`config.mk`:
```
export PLATFORM = sky130hd
export DESIGN_NAME = ex_mem
export DESIGN_NICKNAME = d
export VERILOG_FILES = /design/src/rtl/ex_mem_pkg.sv /design/src/rtl/ex_mem_fwd_cmp.sv /design/src/rtl/ex_mem.sv
export SDC_FILE = /design/constraint.sdc
export NUM_CORES = 1
export LEC_CHECK = 0
export ABC_AREA = 1
export CAP_MARGIN = 20
export CORE_AREA = 4 4 102 114
export DETAILED_ROUTE_END_ITERATION = 16
export DIE_AREA = 0 0 106 118
export PLACE_DENSITY = 0.71
export REMOVE_ABC_BUFFERS = 1
export SETUP_SLACK_MARGIN = 0.02
export SYNTH_ARGS = -nofsm -noshare
export SYNTH_HDL_FRONTEND = slang
export SYNTH_SLANG_ARGS = --single-unit
export TNS_END_PERCENT = 100
```
`constraint.sdc`:
```
create_clock -name clk -period 1.39 [get_ports clk]
set_input_delay 0.278 -clock clk [delete_from_list [all_inputs] [get_ports clk]]
set_output_delay 0.278 -clock clk [all_outputs]
set_load 0.01 [all_outputs]
```
`src/rtl/ex_mem_pkg.sv`:
```
// ex_mem_pkg: shared pipeline widths, the $0 index and stage control bundle
package ex_mem_pkg;
    localparam int DATA_W_DEF = 32;
    localparam int REG_W = 5;
    localparam int CNT_W = 16;
    localparam logic [REG_W-1:0] REG_ZERO = '0;

    typedef struct packed {
        logic valid;
        logic reg_write;
        logic mem_read;
        logic mem_write;
        logic mem_to_reg;
    } ctrl_t;
endpackage

```
`src/rtl/ex_mem_fwd_cmp.sv`:
```
// ex_mem_fwd_cmp: forwarding and load-use compare of a later-stage destination against EX sources
module ex_mem_fwd_cmp
    import ex_mem_pkg::*;
(
    input  logic             valid,
    input  logic             reg_write,
    input  logic             mem_read,
    input  logic [REG_W-1:0] rd,
    input  logic [REG_W-1:0] rs,
    input  logic [REG_W-1:0] rt,
    output logic             fwd_a,
    output logic             fwd_b,
    output logic             load_use
);
    logic live;

    always_comb begin
        live     = valid && (rd != REG_ZERO);
        fwd_a    = live && reg_write && !mem_read && (rd == rs);
        fwd_b    = live && reg_write && !mem_read && (rd == rt);
        load_use = live && mem_read && ((rd == rs) || (rd == rt));
    end
endmodule

```
`src/rtl/ex_mem.sv`:
```
// ex_mem: EX/MEM pipeline register with stall/flush, instruction counter and MEM-stage hazard detect
module ex_mem
    import ex_mem_pkg::*;
#(
    parameter int DATA_W = DATA_W_DEF
) (
    input  logic              clk,
    input  logic              rst_n,
    input  logic [DATA_W-1:0] EX_alu_result,
    input  logic [DATA_W-1:0] EX_rt_data,
    input  logic [REG_W-1:0]  EX_rd_mux,
    input  logic              EX_reg_write,
    input  logic              EX_mem_read,
    input  logic              EX_mem_write,
    input  logic              EX_mem_to_reg,
    input  logic              EX_valid,
    input  logic [REG_W-1:0]  EX_rs,
    input  logic [REG_W-1:0]  EX_rt,
    input  logic              stall,
    input  logic              flush,
    output logic [DATA_W-1:0] MEM_alu_result,
    output logic [DATA_W-1:0] MEM_rt_data,
    output logic [REG_W-1:0]  MEM_rd,
    output logic              MEM_reg_write,
    output logic              MEM_mem_read,
    output logic              MEM_mem_write,
    output logic              MEM_mem_to_reg,
    output logic              MEM_valid,
    output logic              fwd_a_mem,
    output logic              fwd_b_mem,
    output logic              load_use,
    output logic [CNT_W-1:0]  MEM_count
);
    logic [DATA_W-1:0] alu_q, alu_d, rt_q, rt_d;
    logic [REG_W-1:0]  rd_q, rd_d;
    logic [CNT_W-1:0]  count_q, count_d;
    ctrl_t             ctrl_q, ctrl_d;

    // Flush clears control only; datapath and rd stay put so a bubble is cheap.
    always_comb begin
        alu_d   = alu_q;
        rt_d    = rt_q;
        rd_d    = rd_q;
        ctrl_d  = ctrl_q;
        count_d = count_q;
        if (flush) begin
            ctrl_d = '0;
        end else if (!stall) begin
            alu_d            = EX_alu_result;
            rt_d             = EX_rt_data;
            rd_d             = EX_rd_mux;
            ctrl_d.valid     = EX_valid;
            ctrl_d.reg_write = EX_valid && EX_reg_write && (EX_rd_mux != REG_ZERO);
            ctrl_d.mem_read  = EX_valid && EX_mem_read;
            ctrl_d.mem_write = EX_valid && EX_mem_write;
            ctrl_d.mem_to_reg = EX_valid && EX_mem_to_reg;
            count_d          = count_q + CNT_W'(EX_valid);
        end
    end

    always_ff @(posedge clk or negedge rst_n) begin
        if (!rst_n) begin
            alu_q   <= '0;
            rt_q    <= '0;
            rd_q    <= '0;
            ctrl_q  <= '0;
            count_q <= '0;
        end else begin
            alu_q   <= alu_d;
            rt_q    <= rt_d;
            rd_q    <= rd_d;
            ctrl_q  <= ctrl_d;
            count_q <= count_d;
        end
    end

    assign MEM_alu_result = alu_q;
    assign MEM_rt_data    = rt_q;
    assign MEM_rd         = rd_q;
    assign MEM_reg_write  = ctrl_q.reg_write;
    assign MEM_mem_read   = ctrl_q.mem_read;
    assign MEM_mem_write  = ctrl_q.mem_write;
    assign MEM_mem_to_reg = ctrl_q.mem_to_reg;
    assign MEM_valid      = ctrl_q.valid;
    assign MEM_count      = count_q;

    ex_mem_fwd_cmp u_fwd_cmp (
        .valid     (ctrl_q.valid),
        .reg_write (ctrl_q.reg_write),
        .mem_read  (ctrl_q.mem_read),
        .rd        (rd_q),
        .rs        (EX_rs),
        .rt        (EX_rt),
        .fwd_a     (fwd_a_mem),
        .fwd_b     (fwd_b_mem),
        .load_use  (load_use)
    );
endmodule

```
## Word level (Yosys, flattened, before mapping)

Cells that the tools add are included.

- Register bits: 90
- Output and inout bits: 93

- Add/subtract/negate cells: 1
- Eq/ne operators: 3
- Muxes and demuxes: 2
- Bitwise logic cells: 2
- Reduce and logical (&&, ||, !) cells: 17

Operators by type and width:

| operator | count |
|---|---|
| 16-bit by 1-bit adder with 16-bit output | 1 |
| 1-bit logical AND | 12 |
| 5-bit equality test | 2 |
| 5-bit 2-to-1 mux | 2 |
| 5-bit nonzero test | 2 |
| 2-bit by 1-bit inequality test with 1-bit output, second input constant | 1 |
| 1-bit inverter | 2 |
| 2-bit AND reduction | 1 |
| 1-bit logical NOT | 1 |
| 1-bit logical OR | 1 |

## Depth between registers and ports, before layout

Gate-level depths: netlist of run 1.

- Depth after elaboration: 5
- Gate-level depth with buffers: 10
- Depth with buffers taken out: 10

## Hierarchy

Synthesis of run 1 repeated with hierarchy kept, for this count alone.

- Cell total of the unflattened synthesis: 470
- Area, all modules: 3926.3 um^2

Modules (own cells, without submodules):

| module | instances | cells an instance | area each (um^2) |
|---|---|---|---|
| ex_mem | 1 | 420 | 3687.3 |
| ex_mem_fwd_cmp | 1 | 50 | 239.0 |

## Least setup slack after synthesis of run 1

Ideal clock, no wire load.

- Kind: reg2reg
- Start: register count_q[0] (netlist: MEM_count[0])
- End: register count_q[12] (netlist: MEM_count[12])
- Arrival time: 1.330 ns
- Required time: 1.273 ns
- Path slack: -0.056 ns
- Stages on the path, launching flop included: 10
- Clock period less this slack: 1.446 ns
- Cell sequence: dfrtp_1 ha_1 ha_1 nand3_1 nor2_4 nand2_1 nor2_2 nand2_1 nand2_1 nand2_1

- Word-level cells in the longest chain between the ends: 1

Ends and longest elaborated chain:

| what | line | text |
|---|---|---|
| from (decl) | ex_mem.sv:36 | `logic [CNT_W-1:0] count_q, count_d;` |
| from (signal assigned) | ex_mem.sv:73 | `count_q <= count_d;` |
| 16-bit by 1-bit adder with 16-bit output | ex_mem.sv:57 | `count_d = count_q + CNT_W'(EX_valid);` |

Every way passes these cells.
A chain may end at the register's enable or synchronous reset.

## Worst setup path after layout of run 1

- Start: register rd_q[2] (netlist: MEM_rd[2])
- End: output load_use

- Word-level cells in the longest chain between the ends: 4

Ends and longest elaborated chain:

| what | line | text |
|---|---|---|
| from (decl) | ex_mem.sv:35 | `logic [REG_W-1:0] rd_q, rd_d;` |
| from (signal assigned) | ex_mem.sv:71 | `rd_q <= rd_d;` |
| 5-bit nonzero test | ex_mem_fwd_cmp.sv:18 | `live = valid && (rd != REG_ZERO);` |
| 1-bit logical AND | ex_mem_fwd_cmp.sv:18 |  |
| 1-bit logical AND | ex_mem_fwd_cmp.sv:21 | `load_use = live && mem_read && ((rd == rs) \|\| (rd == rt));` |
| 1-bit logical AND (*) | ex_mem_fwd_cmp.sv:21 |  |
| to (decl) | ex_mem.sv:31 | `output logic load_use,` |

Every way passes the cells marked *; elsewhere a longest branch is shown, timed or not.

==> results.md, run 1 <==
* Max incr delay on CP at 410 ps
* CP max stage cell: dfrtp_1
* Setup violators final at 3
* Syn Std Cell Area at 3810 um2
* Synth Instances at 454
* WP data required at 1110 ps
* FP Rows at 39
* Nets@finish at 752
* Hold slack at -7.06 ps
* Io pins at 181
* Critical path, cell by cell: buf_6, nand2_2, nand2_2, nor2_1, nand3_1, a21oi_1, buf_2
* Cell taking the most area after synthesis: dfrtp_1
* Arr. time, crit path at 1440 ps
* Vias in the first global route at 3,660
* Global-route wire length before repair at 17.3 mm
* Worst Skew at 4.50 ps
* TritonCTS Buffers at 9
* Placed cell area at 5870 um2
* FF/Latch Area at 2260 um2
* Yosys top cell area share at 59.0%
* Final ANT Viol Nets at 0
* CTS H-tree lvls at 3
* Crit-path max FO at 3
* Clock transition at path regs at 60 ps
* Total iterations of the first detailed-routing run at 4
* Drt initial violations at 145
* Root Driver: clkbuf_16
* Cell with the most instances after synthesis: nand2_1
* Synth cell types at 22
* CP Capture Type: primary output
* Final setup TNS at -834 ps
* Cell Count, Final, Fillers Out at 811
* Total power at 7.26 mW
* Critical Path Start Type: flop
* Vias/cell at 4.37
* Seq cells post-synth at 90
* Core Util, Final at 60.2%
* Core area at 10,300 um2
* Syn Area/Cell at 8.40 um2
* Crit path kind: reg2out
* Fmax at 581 MHz
* Status: finished, violations left
* Top delay family on crit path: flip-flops
* Number of synthesized flops with an enable pin at 0
* HP Class: in2async
* Placer Congestion at 0.782
* Power Density at 1170 nW/um2
* Placed cell count at 784
* TritonCTS clock tree: built
* Cts hold-fix bufs at 0
* Final instance area at 6220 um2
* Failing checks: hold timing, setup timing
* Synth area leaders: dfrtp_1 (59%), nand2_1 (25%), inv_1 (2.3%), nand3_1 (2.0%), nor2_1 (1.7%)
* Detailed-route DRC error count at 0
* Synth warn at 0
* Worst vdd ir at 0.580 mV
* Sink Count at 90
* Tmin final at 1720 ps
* Die width at 106 um
* Unrepaired setup endpoints after global routing: true
* DR vias at 3,543
* Most common library cells after synthesis: nand2_1 (255), dfrtp_1 (90), inv_1 (23)
* Pleak at 3.33 nW
* Initial core utilization at 36.9%
* Max-slew violations at 0
* Post-Route WL at 10.6 mm
* Max Cap Viol at 0
* Final setup margin at -331 ps
* Worst path most repeated cell: nand2_2
* Maximum buffer depth of the clock tree at 2
* Fraction of layout cells with a size suffix above 1 at 13.3%
* Dominant synthesized flop cell: dfrtp_1
* Largest net degree at the start of global routing at 91
* Period utilization at 124%
* Fillcell total at 969
* Final hold violation count at 13
* Gr usage total at 17.0%
* Post-DP HPWL at 7.93 mm
* I/O Buffers at 180
* Chip Height at 118 um
* Multi-input logic area at 1440 um2
* FFs w/ async S/R, synth at 100%
* Layout overhead on the synthesized area at 63.1%
* Gr ovfl total at 0
* Sequential area share after synthesis at 59.0%
* Worst-Skew Late Latency at 330 ps
* Initial antenna violation count at 0
* Die ar. at 12,500 um2
* Worst slew margin at 69.3%
* WP buf/inv at 2
* Routed WL per cell at 13.1 um
* Slew @ Worst Pin at 461 ps
[where the power goes]
group          leakage [nW]  switching [mW]  internal, mW
registers              1.13           0.203          2.93
logic                  2.05           0.746         0.821
clock network         0.154           0.971          1.59
[per-layer routing]
metal | global-route usage [%] | wire, um | up-vias
met1 | 20.1 | 4460 | 1625
li1 | - | - | 1791
met3 | 5.27 | 706 | 12
met4 | 5.26 | 136 | 0
met5 | 0 | 0 | -
met2 | 29.3 | 5280 | 115
[cells by family (layout without fill, tap and decap cells)]
family	Yosys count	count (layout)	share of synthesized area (%)
AO/OA/AOI/OAI	10	10	1.38
AND/OR/NAND/NOR	297	297	30.5
flip-flops	90	90	59.0
XOR/XNOR	13	13	2.98
adder cells (fa/ha/maj)	2	2	0.656
other	0	1	0
buffers and inverters	42	255	5.41
[cell usage in the layout (no fill, tap or decap), types with 3 or more instances in the layout]
cell type          n
nand2_1          250
dfrtp_1           87
clkdlybuf4s50_1   85
dlygate4sd2_1     83
buf_4             30
inv_1             18
nor2_1            15
nand3_1           11
clkbuf_16          9
inv_2              7
buf_2              7
xor2_1             6
xnor2_1            6
nand2_2            5
o21ai_0            5
nor3_1             4
clkbuf_8           4
dfrtp_2            3
o21ai_1            3
nand3_2            3
nor2_4             3
clkbuf_2           3
buf_6              3
[stage by stage]
| stage | setup slack, ps | hold slack [ps] |
|---|---|---|
| floorplan | -628 | -17.6 |
| global placement | -669 | 363 |
| detailed placement | -743 | 367 |
| CTS | -358 | 12.2 |
| global route | -438 | 24.7 |
| finish | -331 | -7.06 |
[final timing paths]
check | start | endpoint | slack, ps | cells past startpoint
hold / removal | rst_n | MEM_count[4] | -7 | 2
max in group asynchronous | rst_n | MEM_count[1] | 1040 | 2
min in group clk | EX_valid | MEM_count[0] | 470 | 4
setup reg to reg | MEM_count[0] | MEM_count[9] | 70 | 6
setup / recovery | MEM_rd[2] | load_use | -330 | 7
hold reg to reg | MEM_rt_data[14] | MEM_rt_data[14] | 470 | 2
[timing repair]
item,CTS,global route
setup buffers,5,5
gates cloned,0,0
gates resized for setup,134,22
pin swaps,14,12
endpoints found under the setup margin,101,57
[cell type report]
| class | instances | share of cell area, % |
|---|---|---|
| flip-flops and latches | 90 | 36.2 |
| repair buffers | 213 | 30.8 |
| well taps | 143 | 2.87 |
| diodes | 1 | 0.0402 |
| multi-input cells | 322 | 23.2 |
| clock buffers | 13 | 4.50 |
| clock inverters | 3 | 0.724 |
| inverters | 26 | 1.61 |
Note: power is estimated with default switching activity, not from simulation.
==> inputs of run 2 (changes only) <==
--- a/config.mk
+++ b/config.mk
@@ -11,6 +11,7 @@
 export DETAILED_ROUTE_END_ITERATION = 16
 export DIE_AREA = 0 0 106 118
 export PLACE_DENSITY = 0.71
+export RECOVER_POWER = 50
 export REMOVE_ABC_BUFFERS = 1
 export SETUP_SLACK_MARGIN = 0.02
 export SYNTH_ARGS = -nofsm -noshare
==> results.md, run 2 (synthesized netlist as in run 1, its figures left out) <==
* Status: finished, violations left
* Failing checks: setup timing
* Setup violators final at 41
* Crit path kind: reg2out
* Period utilization at 124%
* CP Capture Type: primary output
* Commonest non-fill, non-tap cells in the layout: nand2_1 (251), dfrtp_1 (87), clkdlybuf4s50_1 (85)
* Max-slew violations at 0
* Max Cap Viol at 0
* Sink Count at 90
* I/O Buffers at 180
* Power Density at 1170 nW/um2
* Gr ovfl total at 0
* Final setup margin at -331 ps
* Slew @ Worst Pin at 1180 ps
* Core area at 10,300 um2
* Chip Height at 118 um
* Total iterations of the first detailed-routing run at 6
* Unrepaired setup endpoints after global routing: true
* Worst slew margin at 21.3%
* Worst Skew at 5.19 ps
* Crit-path max FO at 3
* Die width at 106 um
* Vias in the first global route at 3,660
* Final ANT Viol Nets at 0
* Global-route wire length before repair at 17.3 mm
* Vias/cell at 4.37
* Post-Route WL at 10.6 mm
* Layout overhead on the synthesized area at 62.6%
* Critical Path Start Type: flop
* Total power at 7.26 mW
* HP Class: in2async
* Detailed-route DRC error count at 0
* Placer Congestion at 0.782
* Fraction of layout cells with a size suffix above 1 at 13.0%
* FP Rows at 39
* Cts hold-fix bufs at 0
* Initial core utilization at 36.9%
* Arr. time, crit path at 1440 ps
* Drt initial violations at 139
* DR vias at 3,547
* Die ar. at 12,500 um2
* Worst-Skew Late Latency at 330 ps
* Root Driver: clkbuf_16
* Clock transition at path regs at 60 ps
* Routed WL per cell at 13.0 um
* WP data required at 1110 ps
* TritonCTS clock tree: built
* Nets@finish at 752
* CTS H-tree lvls at 3
* Pre-CTS WS at -743 ps
* Initial antenna violation count at 0
* Pleak at 3.32 nW
* Io pins at 181
* Tmin final at 1720 ps
* Final hold violation count at 0
* Largest net degree at the start of global routing at 91
* Post-DP HPWL at 7.93 mm
* Gr usage total at 17.0%
* Most common cell after layout, fill and taps aside: nand2_1
* Worst vdd ir at 0.581 mV
* Maximum buffer depth of the clock tree at 2
* Fmax at 581 MHz
* TritonCTS Buffers at 9
run 2: power by group:
group	leakage [nW]	internal (mW)	switching, mW
clock	0.154	1.59	0.972
combinational	2.04	0.816	0.742
sequential	1.13	2.93	0.204
run 2: critical path, cell delays in order (launching register included):
cell and delay, ps:
dfrtp_1 410, buf_6 130, nand2_2 50, nand2_2 50, nor2_1 90, nand3_1 100
a21oi_1 140, buf_2 150
run 2: path summary, 6_finish.rpt:
kind	from	endpoint	slack, ps	cells after the start
worst max-delay path	MEM_rd[2]	load_use	-330	7
worst min register to register	MEM_alu_result[8]	MEM_alu_result[8]	470	2
worst max register to register	MEM_count[0]	MEM_count[12]	70	9
max in group asynchronous	rst_n	MEM_count[1]	260	2
min in group clk	EX_valid	MEM_count[0]	470	4
worst min-delay path	rst_n	MEM_count[4]	330	2
run 2: metal layers:
layer | wire, um | vias up | global-route usage, %
met3 | 713 | 14 | 5.27
li1 | - | 1792 | -
met2 | 5290 | 115 | 29.3
met1 | 4420 | 1626 | 20.1
met5 | 0 | - | 0
met4 | 146 | 0 | 5.26
run 2: timing repair:
item | CTS | global route
setup buffers | 5 | 5
setup endpoints to repair | 101 | 57
pin swaps | 14 | 12
gates resized for setup | 134 | 22
run 2: through the flow:
stage	hold slack [ps]	setup TNS [ps]	instances	util (%)	area (um2)
after detailed placement	367	-21950	784	56.7	5870
final	334	-3000	811	60.0	6200
after floorplan	-17.6	-23010	438	-	3710
after CTS	12.2	-962	805	59.7	6170
after global routing	456	-13460	810	59.9	6200
after global placement	363	-21030	784	56.7	5870
run 2: area by class of cell:
class / instances / area (um2)
Sequential cell: 90 / 2260
Tap cell: 143 / 179
Inverter: 26 / 100
Clock inverter: 3 / 45.0
Timing Repair Buffer: 213 / 1900
Clock buffer: 13 / 280
Fill cell: 971 / 4140
Antenna cell: 1 / 2.50
Multi-Input combinational cell: 322 / 1440
